--- config.mk ---
export PLATFORM = sky130hd
export DESIGN_NAME = video_bus_arbiter_flat
export DESIGN_NICKNAME = d
export VERILOG_FILES = /design/src/rtl/video_pkg.sv /design/src/rtl/video_bus_arbiter_if.sv /design/src/rtl/video_bus_arbiter_oam_dma_engine.sv /design/src/rtl/video_bus_arbiter.sv /design/src/flat_wrapper.sv
export SDC_FILE = /design/constraint.sdc
export NUM_CORES = 1
export LEC_CHECK = 0
export ABC_AREA = 1
export ABC_CLOCK_PERIOD_IN_PS = 2300
export CORE_MARGIN = 2
export CORE_UTILIZATION = 35
export DETAILED_ROUTE_END_ITERATION = 6
export GPL_TIMING_DRIVEN = 0
export PLACE_DENSITY = 0.78
export SYNTH_ARGS = -nofsm -noshare
export SYNTH_HDL_FRONTEND = slang
export SYNTH_SLANG_ARGS = --single-unit
--- constraint.sdc ---
create_clock -name clk -period 2.3 [get_ports clk]
set_clock_uncertainty 0.2 [all_clocks]
set_input_delay 0.23 -clock clk [delete_from_list [all_inputs] [get_ports clk]]
set_output_delay 0.23 -clock clk [all_outputs]
set_load 0.005 [all_outputs]
--- src/rtl/video_pkg.sv ---
// Shared types and address constants for the video bus arbiter slice:
// PPU mode encoding, DMA FSM states, read-return source tags and the
// echo-remap helper used when the DMA source page is latched.
package video_pkg;

    typedef enum logic [1:0] {
        H_BLANK = 2'd0,
        V_BLANK = 2'd1,
        SCAN    = 2'd2,
        DRAW    = 2'd3
    } ppu_mode_t;

    typedef enum logic [1:0] {
        IDLE  = 2'd0,
        START = 2'd1,
        READ  = 2'd2,
        WRITE = 2'd3
    } dma_state_t;

    // Which RAM a requester's read was issued to; selects rdata next cycle.
    typedef enum logic [1:0] {
        SRC_NONE = 2'd0,
        SRC_VRAM = 2'd1,
        SRC_OAM  = 2'd2
    } rd_src_t;

    localparam logic [15:0] VRAM_BASE  = 16'h8000;
    localparam logic [15:0] VRAM_END   = 16'h9FFF;
    localparam logic [15:0] OAM_BASE   = 16'hFE00;
    localparam logic [15:0] OAM_END    = 16'hFE9F;
    localparam logic [15:0] DMA_REG    = 16'hFF46;
    localparam logic [7:0]  ECHO_LIMIT = 8'hDF;

    // Pages above DF are echo RAM; fold them back onto C0-DF.
    function automatic logic [7:0] dma_src_page(input logic [7:0] wdata);
        return (wdata > ECHO_LIMIT) ? (wdata - 8'h20) : wdata;
    endfunction

endpackage

--- src/rtl/video_bus_arbiter_if.sv ---
// Bundle of CPU, PPU, VRAM, OAM and DMA-source signals around the arbiter.
// master = the arbiter, slave = everything around it.
// Strobe semantics: every *_rd / *_wr is a single-cycle request with no
// back-pressure; read data returns on the cycle after the strobe.
interface video_bus_arbiter_if #(
    parameter int VRAM_AW = 13
);
    import video_pkg::*;

    logic [15:0]        cpu_addr;
    logic               cpu_rd;
    logic               cpu_wr;
    logic [7:0]         cpu_wdata;
    logic [7:0]         cpu_rdata;
    logic               cpu_dma_blocked;

    ppu_mode_t          ppu_mode;
    logic               ppu_rd;
    logic [15:0]        ppu_addr;
    logic [7:0]         ppu_rdata;

    logic [VRAM_AW-1:0] vram_addr;
    logic               vram_rd;
    logic               vram_wr;
    logic [7:0]         vram_wdata;
    logic [7:0]         vram_rdata;

    logic [7:0]         oam_addr;
    logic               oam_rd;
    logic               oam_wr;
    logic [7:0]         oam_wdata;
    logic [7:0]         oam_rdata;

    logic [15:0]        dma_src_addr;
    logic               dma_src_rd;
    logic [7:0]         dma_src_rdata;
    logic               dma_active;
    dma_state_t         dma_state;

    modport master (
        input  cpu_addr, cpu_rd, cpu_wr, cpu_wdata, ppu_mode, ppu_rd, ppu_addr,
               vram_rdata, oam_rdata, dma_src_rdata,
        output cpu_rdata, cpu_dma_blocked, ppu_rdata, vram_addr, vram_rd, vram_wr,
               vram_wdata, oam_addr, oam_rd, oam_wr, oam_wdata, dma_src_addr,
               dma_src_rd, dma_active, dma_state
    );

    modport slave (
        output cpu_addr, cpu_rd, cpu_wr, cpu_wdata, ppu_mode, ppu_rd, ppu_addr,
               vram_rdata, oam_rdata, dma_src_rdata,
        input  cpu_rdata, cpu_dma_blocked, ppu_rdata, vram_addr, vram_rd, vram_wr,
               vram_wdata, oam_addr, oam_rd, oam_wr, oam_wdata, dma_src_addr,
               dma_src_rd, dma_active, dma_state
    );

endinterface

--- src/rtl/video_bus_arbiter_oam_dma_engine.sv ---
// OAM DMA engine: copies OAM_BYTES bytes from page src_hi into OAM.
// Sequence is START (one idle cycle) then READ/WRITE pairs per byte.
// All outputs are registered; a new start restarts from idx 0 in any state.
module oam_dma_engine
    import video_pkg::*;
#(
    parameter int OAM_BYTES = 160
) (
    input  logic        clk,
    input  logic        rst,
    input  logic        start,
    input  logic [7:0]  start_data,
    output logic        active,
    output logic [15:0] src_addr,
    output logic        src_rd,
    output logic        oam_wr,
    output logic [7:0]  oam_addr,
    output dma_state_t  state
);
    localparam logic [7:0] LAST_IDX = 8'(OAM_BYTES - 1);

    dma_state_t  state_q, state_d;
    logic [7:0]  idx_q, idx_d;
    logic [7:0]  src_hi_q, src_hi_d;
    logic        active_q, active_d;
    logic [15:0] src_addr_q, src_addr_d;
    logic        src_rd_q, src_rd_d;
    logic        oam_wr_q, oam_wr_d;
    logic [7:0]  oam_addr_q, oam_addr_d;

    // Next state and next registered outputs; strobes are one-cycle pulses.
    always_comb begin
        state_d    = state_q;
        idx_d      = idx_q;
        src_hi_d   = src_hi_q;
        active_d   = active_q;
        src_addr_d = src_addr_q;
        oam_addr_d = oam_addr_q;
        src_rd_d   = 1'b0;
        oam_wr_d   = 1'b0;
        if (start) begin
            state_d  = START;
            idx_d    = 8'd0;
            src_hi_d = dma_src_page(start_data);
            active_d = 1'b1;
        end else begin
            case (state_q)
                START: begin
                    state_d    = READ;
                    src_rd_d   = 1'b1;
                    src_addr_d = {src_hi_q, idx_q};
                end
                READ: begin
                    state_d    = WRITE;
                    oam_wr_d   = 1'b1;
                    oam_addr_d = idx_q;
                end
                WRITE: begin
                    if (idx_q == LAST_IDX) begin
                        state_d  = IDLE;
                        active_d = 1'b0;
                    end else begin
                        idx_d      = idx_q + 8'd1;
                        state_d    = READ;
                        src_rd_d   = 1'b1;
                        src_addr_d = {src_hi_q, idx_d};
                    end
                end
                default: state_d = IDLE;
            endcase
        end
    end

    // FSM and output registers; reset abandons any transfer in flight.
    always_ff @(posedge clk) begin
        if (rst) begin
            state_q    <= IDLE;
            idx_q      <= 8'd0;
            src_hi_q   <= 8'd0;
            active_q   <= 1'b0;
            src_addr_q <= 16'd0;
            src_rd_q   <= 1'b0;
            oam_wr_q   <= 1'b0;
            oam_addr_q <= 8'd0;
        end else begin
            state_q    <= state_d;
            idx_q      <= idx_d;
            src_hi_q   <= src_hi_d;
            active_q   <= active_d;
            src_addr_q <= src_addr_d;
            src_rd_q   <= src_rd_d;
            oam_wr_q   <= oam_wr_d;
            oam_addr_q <= oam_addr_d;
        end
    end

    assign active   = active_q;
    assign src_addr = src_addr_q;
    assign src_rd   = src_rd_q;
    assign oam_wr   = oam_wr_q;
    assign oam_addr = oam_addr_q;
    assign state    = state_q;

endmodule

--- src/rtl/video_bus_arbiter.sv ---
// Video bus arbiter: shares VRAM and OAM between CPU, PPU and OAM DMA.
// OAM priority is DMA > PPU > CPU; VRAM priority is PPU > CPU.
// Optional macro VIDEO_MODE_LOCK_EN adds PPU-mode based CPU lockout
// (no VRAM in DRAW, no OAM in SCAN/DRAW); without it the CPU only loses
// to a same-cycle PPU request or to DMA.
module video_bus_arbiter
    import video_pkg::*;
#(
    parameter int OAM_BYTES = 160,
    parameter int VRAM_AW   = 13
) (
    input logic                 clk,
    input logic                 rst,
    video_bus_arbiter_if.master bus
);
    logic        dma_start;
    logic        dma_active;
    logic [15:0] dma_src_addr;
    logic        dma_src_rd;
    logic        dma_oam_wr;
    logic [7:0]  dma_oam_addr;
    dma_state_t  dma_state;

    logic cpu_req, cpu_in_vram, cpu_in_oam;
    logic ppu_in_vram, ppu_in_oam;
    logic ppu_vram_gnt, ppu_oam_gnt;
    logic cpu_vram_ok, cpu_oam_ok;
    logic cpu_vram_gnt, cpu_oam_gnt;

    rd_src_t cpu_tag_q, cpu_tag_d;
    rd_src_t ppu_tag_q, ppu_tag_d;

    assign dma_start = bus.cpu_wr && (bus.cpu_addr == DMA_REG);

    oam_dma_engine #(.OAM_BYTES(OAM_BYTES)) u_dma (
        .clk        (clk),
        .rst        (rst),
        .start      (dma_start),
        .start_data (bus.cpu_wdata),
        .active     (dma_active),
        .src_addr   (dma_src_addr),
        .src_rd     (dma_src_rd),
        .oam_wr     (dma_oam_wr),
        .oam_addr   (dma_oam_addr),
        .state      (dma_state)
    );

    assign cpu_req     = !rst && (bus.cpu_rd || bus.cpu_wr);
    assign cpu_in_vram = (bus.cpu_addr >= VRAM_BASE) && (bus.cpu_addr <= VRAM_END);
    assign cpu_in_oam  = (bus.cpu_addr >= OAM_BASE) && (bus.cpu_addr <= OAM_END);
    assign ppu_in_vram = (bus.ppu_addr >= VRAM_BASE) && (bus.ppu_addr <= VRAM_END);
    assign ppu_in_oam  = (bus.ppu_addr >= OAM_BASE) && (bus.ppu_addr <= OAM_END);

    // PPU always wins its RAM, except OAM which belongs to DMA while active.
    assign ppu_vram_gnt = !rst && bus.ppu_rd && ppu_in_vram;
    assign ppu_oam_gnt  = !rst && bus.ppu_rd && ppu_in_oam && !dma_active;

`ifdef VIDEO_MODE_LOCK_EN
    assign cpu_vram_ok = (bus.ppu_mode != DRAW);
    assign cpu_oam_ok  = (bus.ppu_mode == H_BLANK) || (bus.ppu_mode == V_BLANK);
`else
    assign cpu_vram_ok = 1'b1;
    assign cpu_oam_ok  = 1'b1;
`endif

    assign cpu_vram_gnt = cpu_req && cpu_in_vram && cpu_vram_ok && !ppu_vram_gnt;
    assign cpu_oam_gnt  = cpu_req && cpu_in_oam && cpu_oam_ok && !dma_active
                          && !ppu_oam_gnt;

    // VRAM port mux: PPU first, then CPU.
    always_comb begin
        bus.vram_addr  = '0;
        bus.vram_rd    = 1'b0;
        bus.vram_wr    = 1'b0;
        bus.vram_wdata = 8'h00;
        if (ppu_vram_gnt) begin
            bus.vram_addr = VRAM_AW'(bus.ppu_addr - VRAM_BASE);
            bus.vram_rd   = 1'b1;
        end else if (cpu_vram_gnt) begin
            bus.vram_addr  = VRAM_AW'(bus.cpu_addr - VRAM_BASE);
            bus.vram_rd    = bus.cpu_rd;
            bus.vram_wr    = bus.cpu_wr;
            bus.vram_wdata = bus.cpu_wdata;
        end
    end

    // OAM port mux: DMA write, then PPU read, then CPU.
    always_comb begin
        bus.oam_addr  = 8'h00;
        bus.oam_rd    = 1'b0;
        bus.oam_wr    = 1'b0;
        bus.oam_wdata = 8'h00;
        if (dma_oam_wr) begin
            bus.oam_addr  = dma_oam_addr;
            bus.oam_wr    = 1'b1;
            bus.oam_wdata = bus.dma_src_rdata;
        end else if (ppu_oam_gnt) begin
            bus.oam_addr = bus.ppu_addr[7:0];
            bus.oam_rd   = 1'b1;
        end else if (cpu_oam_gnt) begin
            bus.oam_addr  = bus.cpu_addr[7:0];
            bus.oam_rd    = bus.cpu_rd;
            bus.oam_wr    = bus.cpu_wr;
            bus.oam_wdata = bus.cpu_wdata;
        end
    end

    // Tag each granted read with the RAM it went to.
    always_comb begin
        cpu_tag_d = SRC_NONE;
        ppu_tag_d = SRC_NONE;
        if (bus.cpu_rd && cpu_vram_gnt)     cpu_tag_d = SRC_VRAM;
        else if (bus.cpu_rd && cpu_oam_gnt) cpu_tag_d = SRC_OAM;
        if (ppu_vram_gnt)                   ppu_tag_d = SRC_VRAM;
        else if (ppu_oam_gnt)               ppu_tag_d = SRC_OAM;
    end

    // Read-return tag registers.
    always_ff @(posedge clk) begin
        if (rst) begin
            cpu_tag_q <= SRC_NONE;
            ppu_tag_q <= SRC_NONE;
        end else begin
            cpu_tag_q <= cpu_tag_d;
            ppu_tag_q <= ppu_tag_d;
        end
    end

    // Return data; denied or unmapped reads see FF.
    always_comb begin
        bus.cpu_rdata = 8'hFF;
        bus.ppu_rdata = 8'hFF;
        case (cpu_tag_q)
            SRC_VRAM: bus.cpu_rdata = bus.vram_rdata;
            SRC_OAM:  bus.cpu_rdata = bus.oam_rdata;
            default:  bus.cpu_rdata = 8'hFF;
        endcase
        case (ppu_tag_q)
            SRC_VRAM: bus.ppu_rdata = bus.vram_rdata;
            SRC_OAM:  bus.ppu_rdata = bus.oam_rdata;
            default:  bus.ppu_rdata = 8'hFF;
        endcase
    end

    assign bus.dma_active      = dma_active;
    assign bus.cpu_dma_blocked = dma_active;
    assign bus.dma_src_addr    = dma_src_addr;
    assign bus.dma_src_rd      = dma_src_rd;
    assign bus.dma_state       = dma_state;

endmodule

--- src/flat_wrapper.sv ---
// flat-port wrapper written by rule: the top's interface ports become plain ports
module video_bus_arbiter_flat import video_pkg::*;
#(
    parameter int OAM_BYTES = 160,
    parameter int VRAM_AW   = 13
)
  (clk, rst, bus_cpu_addr, bus_cpu_rd, bus_cpu_wr, bus_cpu_wdata, bus_ppu_mode, bus_ppu_rd, bus_ppu_addr, bus_vram_rdata, bus_oam_rdata, bus_dma_src_rdata, bus_cpu_rdata, bus_cpu_dma_blocked, bus_ppu_rdata, bus_vram_addr, bus_vram_rd, bus_vram_wr, bus_vram_wdata, bus_oam_addr, bus_oam_rd, bus_oam_wr, bus_oam_wdata, bus_dma_src_addr, bus_dma_src_rd, bus_dma_active, bus_dma_state);
  video_bus_arbiter_if #(.VRAM_AW(VRAM_AW)) bus_i ();
  input logic clk;
  input logic rst;
  input wire logic [$bits(bus_i.cpu_addr)-1:0] bus_cpu_addr;
  input wire logic [$bits(bus_i.cpu_rd)-1:0] bus_cpu_rd;
  input wire logic [$bits(bus_i.cpu_wr)-1:0] bus_cpu_wr;
  input wire logic [$bits(bus_i.cpu_wdata)-1:0] bus_cpu_wdata;
  input wire logic [$bits(bus_i.ppu_mode)-1:0] bus_ppu_mode;
  input wire logic [$bits(bus_i.ppu_rd)-1:0] bus_ppu_rd;
  input wire logic [$bits(bus_i.ppu_addr)-1:0] bus_ppu_addr;
  input wire logic [$bits(bus_i.vram_rdata)-1:0] bus_vram_rdata;
  input wire logic [$bits(bus_i.oam_rdata)-1:0] bus_oam_rdata;
  input wire logic [$bits(bus_i.dma_src_rdata)-1:0] bus_dma_src_rdata;
  output wire logic [$bits(bus_i.cpu_rdata)-1:0] bus_cpu_rdata;
  output wire logic [$bits(bus_i.cpu_dma_blocked)-1:0] bus_cpu_dma_blocked;
  output wire logic [$bits(bus_i.ppu_rdata)-1:0] bus_ppu_rdata;
  output wire logic [$bits(bus_i.vram_addr)-1:0] bus_vram_addr;
  output wire logic [$bits(bus_i.vram_rd)-1:0] bus_vram_rd;
  output wire logic [$bits(bus_i.vram_wr)-1:0] bus_vram_wr;
  output wire logic [$bits(bus_i.vram_wdata)-1:0] bus_vram_wdata;
  output wire logic [$bits(bus_i.oam_addr)-1:0] bus_oam_addr;
  output wire logic [$bits(bus_i.oam_rd)-1:0] bus_oam_rd;
  output wire logic [$bits(bus_i.oam_wr)-1:0] bus_oam_wr;
  output wire logic [$bits(bus_i.oam_wdata)-1:0] bus_oam_wdata;
  output wire logic [$bits(bus_i.dma_src_addr)-1:0] bus_dma_src_addr;
  output wire logic [$bits(bus_i.dma_src_rd)-1:0] bus_dma_src_rd;
  output wire logic [$bits(bus_i.dma_active)-1:0] bus_dma_active;
  output wire logic [$bits(bus_i.dma_state)-1:0] bus_dma_state;
  assign bus_i.cpu_addr = bus_cpu_addr;
  assign bus_i.cpu_rd = bus_cpu_rd;
  assign bus_i.cpu_wr = bus_cpu_wr;
  assign bus_i.cpu_wdata = bus_cpu_wdata;
  assign bus_i.ppu_mode = bus_ppu_mode;
  assign bus_i.ppu_rd = bus_ppu_rd;
  assign bus_i.ppu_addr = bus_ppu_addr;
  assign bus_i.vram_rdata = bus_vram_rdata;
  assign bus_i.oam_rdata = bus_oam_rdata;
  assign bus_i.dma_src_rdata = bus_dma_src_rdata;
  assign bus_cpu_rdata = bus_i.cpu_rdata;
  assign bus_cpu_dma_blocked = bus_i.cpu_dma_blocked;
  assign bus_ppu_rdata = bus_i.ppu_rdata;
  assign bus_vram_addr = bus_i.vram_addr;
  assign bus_vram_rd = bus_i.vram_rd;
  assign bus_vram_wr = bus_i.vram_wr;
  assign bus_vram_wdata = bus_i.vram_wdata;
  assign bus_oam_addr = bus_i.oam_addr;
  assign bus_oam_rd = bus_i.oam_rd;
  assign bus_oam_wr = bus_i.oam_wr;
  assign bus_oam_wdata = bus_i.oam_wdata;
  assign bus_dma_src_addr = bus_i.dma_src_addr;
  assign bus_dma_src_rd = bus_i.dma_src_rd;
  assign bus_dma_active = bus_i.dma_active;
  assign bus_dma_state = bus_i.dma_state;
  video_bus_arbiter #(.OAM_BYTES(OAM_BYTES), .VRAM_AW(VRAM_AW)) u_core (.clk(clk), .rst(rst), .bus(bus_i));
endmodule
==> metrics.txt <==
I/O Buffers 145; detail-routed via count per cell 5.05; Worst-Margin Slew 681 ps; Post-synth EDFFs 0; final worst setup slack 36.4 ps; R2R cell count 9; Worst EP required 1870 ps; outcome finished clean; multi-input combinational cell area 0.00190 mm²; Core Area 0.00864 mm²; Top FF cell, synth dfxtp_1; layout cells sized above 1 0.205; Worst Hold Launch rst; R2R Setup Slk 390 ps; Crit Path Max Fanout 9; Arrival @ worst endpoint 1830 ps; CP delay by family, top buffers and inverters; routed vias 3,770; number of unique standard cell types used by synthesis 31; worst-skew pair later-pin latency 310 ps; relative slew slack 0.546; worst IR drop on VDD 265 µV; clock sinks 49; Initial Utilization 0.359; Crit Path Class input port to output port; CP max stage cell clkdlybuf4s50_1; Placed Cells 723; Mapped Cells 470; Reg area 983 µm²; H-tree lvl count 2; global-route wire length before repair 18,000 µm; WL final 11,400 µm; chip width 98.1 µm; drt pass-1 iters 4; most frequent cell after synthesis nand2_1; setup repair after global routing missed its margin yes; Syn Area/Cell 6.59 µm²; Hold Path End u_core.u_dma.src_addr[0]; hold depth 2; final hold violations 0; Bufs and invs on worst path 5; post-route minimum period 2260 ps; register area share after synthesis 0.317; Clock Tree Root clkbuf_8; I/O pin cnt 149; Overflow after GRT 0; Mapped Nets 547; number of global-route vias before repair 3,711; post-synth top area share 0.317; crit path cell chain clkdlybuf4s50_1 > nand2_1 > inv_1 > nand2_2 > nor2_4 > buf_12 > nand2_8 > buf_6 > nand4_1 > a21oi_2 > buf_2; Total GRT Usage 0.225; largest area contributor in the synthesized netlist dfxtp_1; WL/cell 15.3 µm; YS warnings 0; Seq cells post-synth 49; Cell Count, Final, Fillers Out 747; area grow syn2layout 66.5%; GP Congestion 0.900; Setup Slack @ Placement -539 ps; Die Area 0.00962 mm²; end of the worst register-to-register path u_core.u_dma.src_addr[10]; leak pwr 2.51 nW; Post-synth top cells nand2_1 (92), inv_1 (62), nand3_1 (50), nor2_1 (50), dfxtp_1 (49); DR DRC count 0; Area after DPL 0.00468 mm²; site row count 34; Post-CTS Hold Fix Bufs 0; Clk pin slew, worst setup/hold paths 100 ps; Detail Placement HPWL 8390 µm; CP Launch Type input port; post-route ant nets 0; fin crit share 0.984; RR Startpoint u_core.u_dma.idx_q[0]; Die Y 98.1 µm; fmax 0.442 GHz; ant diodes 0; Final Max Tran Viols 0; max_cap viols 0; CP peak stage delay 510 ps; mapped cell area 0.00310 mm²; Starting DRT DRC Count 182; worst hold slack 12.7 ps; P per Cell Area 361 mW/mm²; largest net degree at the start of global routing 17; initial antenna violation count 0; CTS tree yes; nets 715; ys async rst share 0; Final Cell Area 0.00516 mm²; # setup viols final 0; Worst setup EP type output port; Max clock buf depth 2; top post-synthesis cells by area dfxtp_1 (32%), nand2_1 (11%), nand3_1 (8.1%); number of fill cells 796; TritonCTS buffer count 5; worst hold path class input port to flop
==> worst reg2reg max path, delay by kind of cell (launching register included) <==
| family | cells | cell delay (ps) |
|---|---|---|
| flops | 1 | 460 |
| buf+inv | 1 | 180 |
| simple gates | 6 | 660 |
| compound gates | 1 | 70 |
| fa+ha+maj | 1 | 230 |
==> power breakdown <==
part | internal (mW) | switching [mW]
combinational | 0.148 | 0.114
sequential | 0.848 | 0.000324
clock | 0.438 | 0.314
==> cells in the final DEF (no fill, tap or decap), types with 2 or more instances in the layout <==
cell type / synthesis / routed
a21oi_1: 28 / 21
a21oi_2: 11 / 17
a221o_1: 16 / 16
buf_12: 0 / 2
buf_2: 10 / 14
buf_4: 1 / 19
buf_6: 1 / 6
buf_8: 1 / 2
bufinv_16: 0 / 2
clkbuf_1: 10 / 3
clkbuf_2: 1 / 7
clkbuf_8: 0 / 5
clkdlybuf4s50_1: 0 / 89
dfxtp_1: 49 / 47
dfxtp_2: 0 / 2
dlygate4sd2_1: 0 / 22
dlymetal6s2s_1: 0 / 22
ha_1: 6 / 2
ha_2: 0 / 2
ha_4: 0 / 2
inv_1: 62 / 57
inv_2: 2 / 7
nand2_1: 92 / 87
nand2_2: 14 / 18
nand2_4: 3 / 3
nand3_1: 50 / 47
nand3_2: 2 / 4
nand3_4: 0 / 2
nand4_1: 11 / 11
nor2_1: 50 / 46
nor2_2: 1 / 4
nor2_4: 3 / 4
o21ai_0: 34 / 23
o21ai_1: 0 / 6
o21ai_2: 0 / 5
o22ai_1: 3 / 3
xor2_1: 2 / 2
==> kinds of logic (layout without fill, tap and decap cells) <==
logic type               count (synthesis)  in the layout  synth area share
XOR/XNOR                                 3              3           0.00848
flip-flops                              49             49             0.317
adder cells (fa/ha/maj)                  6              6            0.0242
AND/OR/NAND/NOR                        228            229             0.337
buffers and inverters                   91            259             0.122
AO/OA/AOI/OAI                           93             93             0.191
==> through the flow <==
stage | setup TNS [ps] | power (mW) | util
after floorplan | 0 | 0.933 | -
after global placement | -16790 | 1.10 | 0.542
after detailed placement | -17240 | 1.11 | 0.542
after CTS | -204 | 1.86 | 0.578
after global routing | -75.5 | 1.93 | 0.597
final | 0 | 1.86 | 0.597
==> area by class of cell <==
type                    count  area share
flip-flops and latches     49       0.191
clock inverters             3      0.0133
repair buffers            167       0.314
plain buffers              19      0.0262
inverters                  65      0.0473
clock buffers               5      0.0133
well taps                 108      0.0262
multi-input cells         331       0.369
==> worst max path at each step <==
| stage | endpoint | startpoint | slack, ps | depth (start not counted) |
|---|---|---|---|---|
| global route | bus_vram_addr[11] | bus_ppu_addr[14] | -30 | 7 |
| CTS | bus_oam_wdata[4] | bus_cpu_addr[12] | -130 | 9 |
| floorplan | u_core.u_dma.src_addr[2] | u_core.u_dma.idx_q[0] | 610 | 9 |
| detailed placement | bus_oam_wdata[4] | bus_cpu_rd | -540 | 8 |
| global placement | bus_vram_addr[7] | bus_cpu_rd | -520 | 7 |
| finish | bus_oam_addr[2] | bus_ppu_addr[12] | 40 | 11 |
==> sequential cells by signal (all words and copies together), names as in the netlist, 2 cells and up <==
register / flops
u_core.u_dma.src_hi_q: 8
u_core.ppu_tag_q: 2
u_core.u_dma.idx_q: 8
u_core.u_dma.src_addr: 16
u_core.cpu_tag_q: 2
u_core.u_dma.state: 2
u_core.u_dma.oam_addr: 8
==> routing by layer <==
layer | share of wire | track usage | vias up
met3 | 0.052 | 0.0444 | 25
li1 | - | - | 1877
met5 | 0 | 0 | -
met1 | 0.44 | 0.280 | 1726
met2 | 0.49 | 0.393 | 142
met4 | 0.023 | 0.0652 | 0
==> repair_timing <==
action                     4_1_cts  5_1_grt
setup buffers                   12       10
setup endpoints to repair       57       34
resized for setup               94       64
pin swaps                       13       12
cloned                           2        0
Note: power is estimated with default switching activity, not from simulation.
==> edit: new RTL, same settings <==
Take the reset off `src_addr_q` and load it in a clocked block of its own.
--- a/src/rtl/video_bus_arbiter_oam_dma_engine.sv
+++ b/src/rtl/video_bus_arbiter_oam_dma_engine.sv
@@ -79,5 +79,4 @@
             src_hi_q   <= 8'd0;
             active_q   <= 1'b0;
-            src_addr_q <= 16'd0;
             src_rd_q   <= 1'b0;
             oam_wr_q   <= 1'b0;
@@ -88,9 +87,12 @@
             src_hi_q   <= src_hi_d;
             active_q   <= active_d;
-            src_addr_q <= src_addr_d;
             src_rd_q   <= src_rd_d;
             oam_wr_q   <= oam_wr_d;
             oam_addr_q <= oam_addr_d;
         end
+    end
+
+    always_ff @(posedge clk) begin
+        src_addr_q <= src_addr_d;
     end
 
Behaviour: differs if rst is asserted again (counterexample within 4 cycles, from zero or initial values and one cycle with rst high); with rst held inactive, the same outputs for 10 cycles.
==> edit against the original RTL <==
The run now ends with negative setup slack left. Die area is 1.7% lower. Highest routed layer unchanged. Hold slack better by 0.15 ns. Sequential cell count unchanged. Largest power group unchanged. First-iteration DRC count shrank 5.5%. Design area down 3.5%. Critical endpoint is now bus_vram_wdata[2]. Sequential share of layout area grew 3.9 points. Routed wire length fell by 8.1%. Worst setup slack got worse by 0.042 ns. Synthesized area decreased by 1.7%. Sequential power up 4.6%. Total power down 9.7%.
==> edit: results (changes against the original RTL) <==
stage,metric,value,unit,change
run_status,status,"finished, violations left",,was finished clean
run_status,failing checks,negative setup slack,,
timing,setup_tns,-0.00816,ns,was 0 ns
synth,syn_nets,506,,was 547
route,metal2 WL,5170,µm,was 5580 µm
timing,worst slew pin tran,0.502,ns,was 0.681 ns
placement,placed instance area,4640,µm²,was 4680 µm²
placement,DPL Wire Length,7820,µm,was 8390 µm
grt,largest net degree at the start of global routing,18,,was 17
synth,Syn Area/Cell,7.10,µm²,was 6.59 µm²
route,met3 routed WL,722,µm,was 592 µm
cells_and_area,Area Overhead vs Synth,63.5,%,was 66.5%
timing,final worst slack,-0.00598,ns,was 0.0364 ns
grt,vias in the first global route,3460,,was 3711
critical_path,"Max FO, Critical Path",4,,was 9
critical_path,reg2reg end,u_core.u_dma.src_addr[7],,was u_core.u_dma.src_addr[10]
critical_path,Worst R2R Setup Slack,0.22,ns,was 0.39 ns
pwr,leak pwr,2.38,nW,was 2.51 nW
route,vias per cell,5.04,,was 5.05
grt,M1 GR Usage,0.244,,was 0.280
placement,placer congestion estimate,0.896,,was 0.900
route,TritonRoute pass-1 iters,5,,was 4
cells_and_area,diodes inserted,0,,unchanged
critical_path,worst-case reg-to-reg path depth,8,,was 9
grt,first-pass GRT wire length,16400,µm,was 18000 µm
cells_and_area,number of flip-flops in the largest register,16,,unchanged
critical_path,Worst Setup EP,bus_vram_wdata[2],,was bus_oam_addr[2]
synth,XOR/XNOR Fraction of Synth Area,0.0115,,was 0.00848
critical_path,Max stage delay on crit path,0.48,ns,was 0.51 ns
pwr,VDD IR-drop max,0.280,mV,was 0.265 mV
synth,sequential cell area fraction in the yosys report,0.375,,was 0.317
route,M1 wire length,4300,µm,was 5010 µm
critical_path,crit path DAT,1.88,ns,was 1.83 ns
critical_path,worst setup path startpoint,bus_ppu_addr[13],,was bus_ppu_addr[12]
cts,clk buf depth,2,,unchanged
grt,met2 Use GR,0.382,,was 0.393
grt,met3 usage,0.0475,,was 0.0444
synth,"top cells by area, synth","dfxtp_1 22%, edfxtp_1 16%, nand2_1 11%",,"was dfxtp_1 32%, nand2_1 11%, nand3_1 8.1%"
timing,final-report setup violation count,2,,was 0
placement,IO buf count,146,,was 145
cells_and_area,fin nets,673,,was 715
cells_and_area,share of cells above drive strength 1,0.169,,was 0.205
synth,Yosys warning count,0,,unchanged
synth,number of flops mapped to enable cells by yosys,16,,was 0
route,total routed wirelength,10500,µm,was 11400 µm
grt,gr usage total,0.211,,was 0.225
synth,post-synthesis adder-cell area fraction,0.0247,,was 0.0242
synth,compound-cell area share of the yosys netlist,0.166,,was 0.191
synth,Yosys cell types,32,,was 31
placement,Inst Count DP,683,,was 723
-- edit: cell count changes in the layout (fill, tap and decap cells not counted), moves of 7 or more --
cell and delta:
buf_2 -9, nand4_1 -8, clkdlybuf4s15_1 +9, dfxtp_1 -16, dlymetal6s2s_1 -11, nand2_2 -15
edfxtp_1 +16, nor2_2 +7, o21ai_2 +7, nand3_1 -17, a21oi_2 -13
-- edit: power by group --
group	switching (mW)	total, mW	leakage, nW	internal, mW
Sequential	0.000302	0.887	0.415	0.887
Combinational	0.117	0.271	1.92	0.154
Clock	0.305	0.525	0.0447	0.220
-- edit: how the worst min path moves through the flow --
stage,depth (start not counted),slack (ns),to,from
2_1_floorplan,1,0.1,u_core.u_dma.state[0],rst
3_3_place_gp,0,0.21,u_core.u_dma.src_addr[13],u_core.u_dma.src_hi_q[5]
3_5_place_dp,0,0.22,u_core.u_dma.src_addr[14],u_core.u_dma.src_hi_q[6]
4_1_cts,3,0.16,u_core.cpu_tag_q[0],bus_cpu_rd
5_1_grt,3,0.19,u_core.cpu_tag_q[1],bus_cpu_rd
6_report,3,0.16,u_core.cpu_tag_q[0],bus_cpu_rd
-- edit: cell type report --
class / count / area (µm²)
well taps: 108 / 135
inverters: 67 / 251
plain buffers: 11 / 92.6
clock inverters: 3 / 25.0
fillers: 808 / 3610
flip-flops and latches: 49 / 1140
clock buffers: 5 / 68.8
repair buffers: 166 / 1600
multi-input cells: 296 / 1670
-- edit: timing repair --
item                                    in CTS  in global routing
pin swaps                                    7                 15
resized for setup                           75                 48
endpoints found under the setup margin      73                 20
buffers inserted                            11                  8
cloned                                       0                  1
-- edit: kinds of logic after synthesis --
kind of cell	Yosys count
simple gates	210
xor+xnor	4
compound gates	76
buf+inv	84
flops	49
fa+ha+maj	6
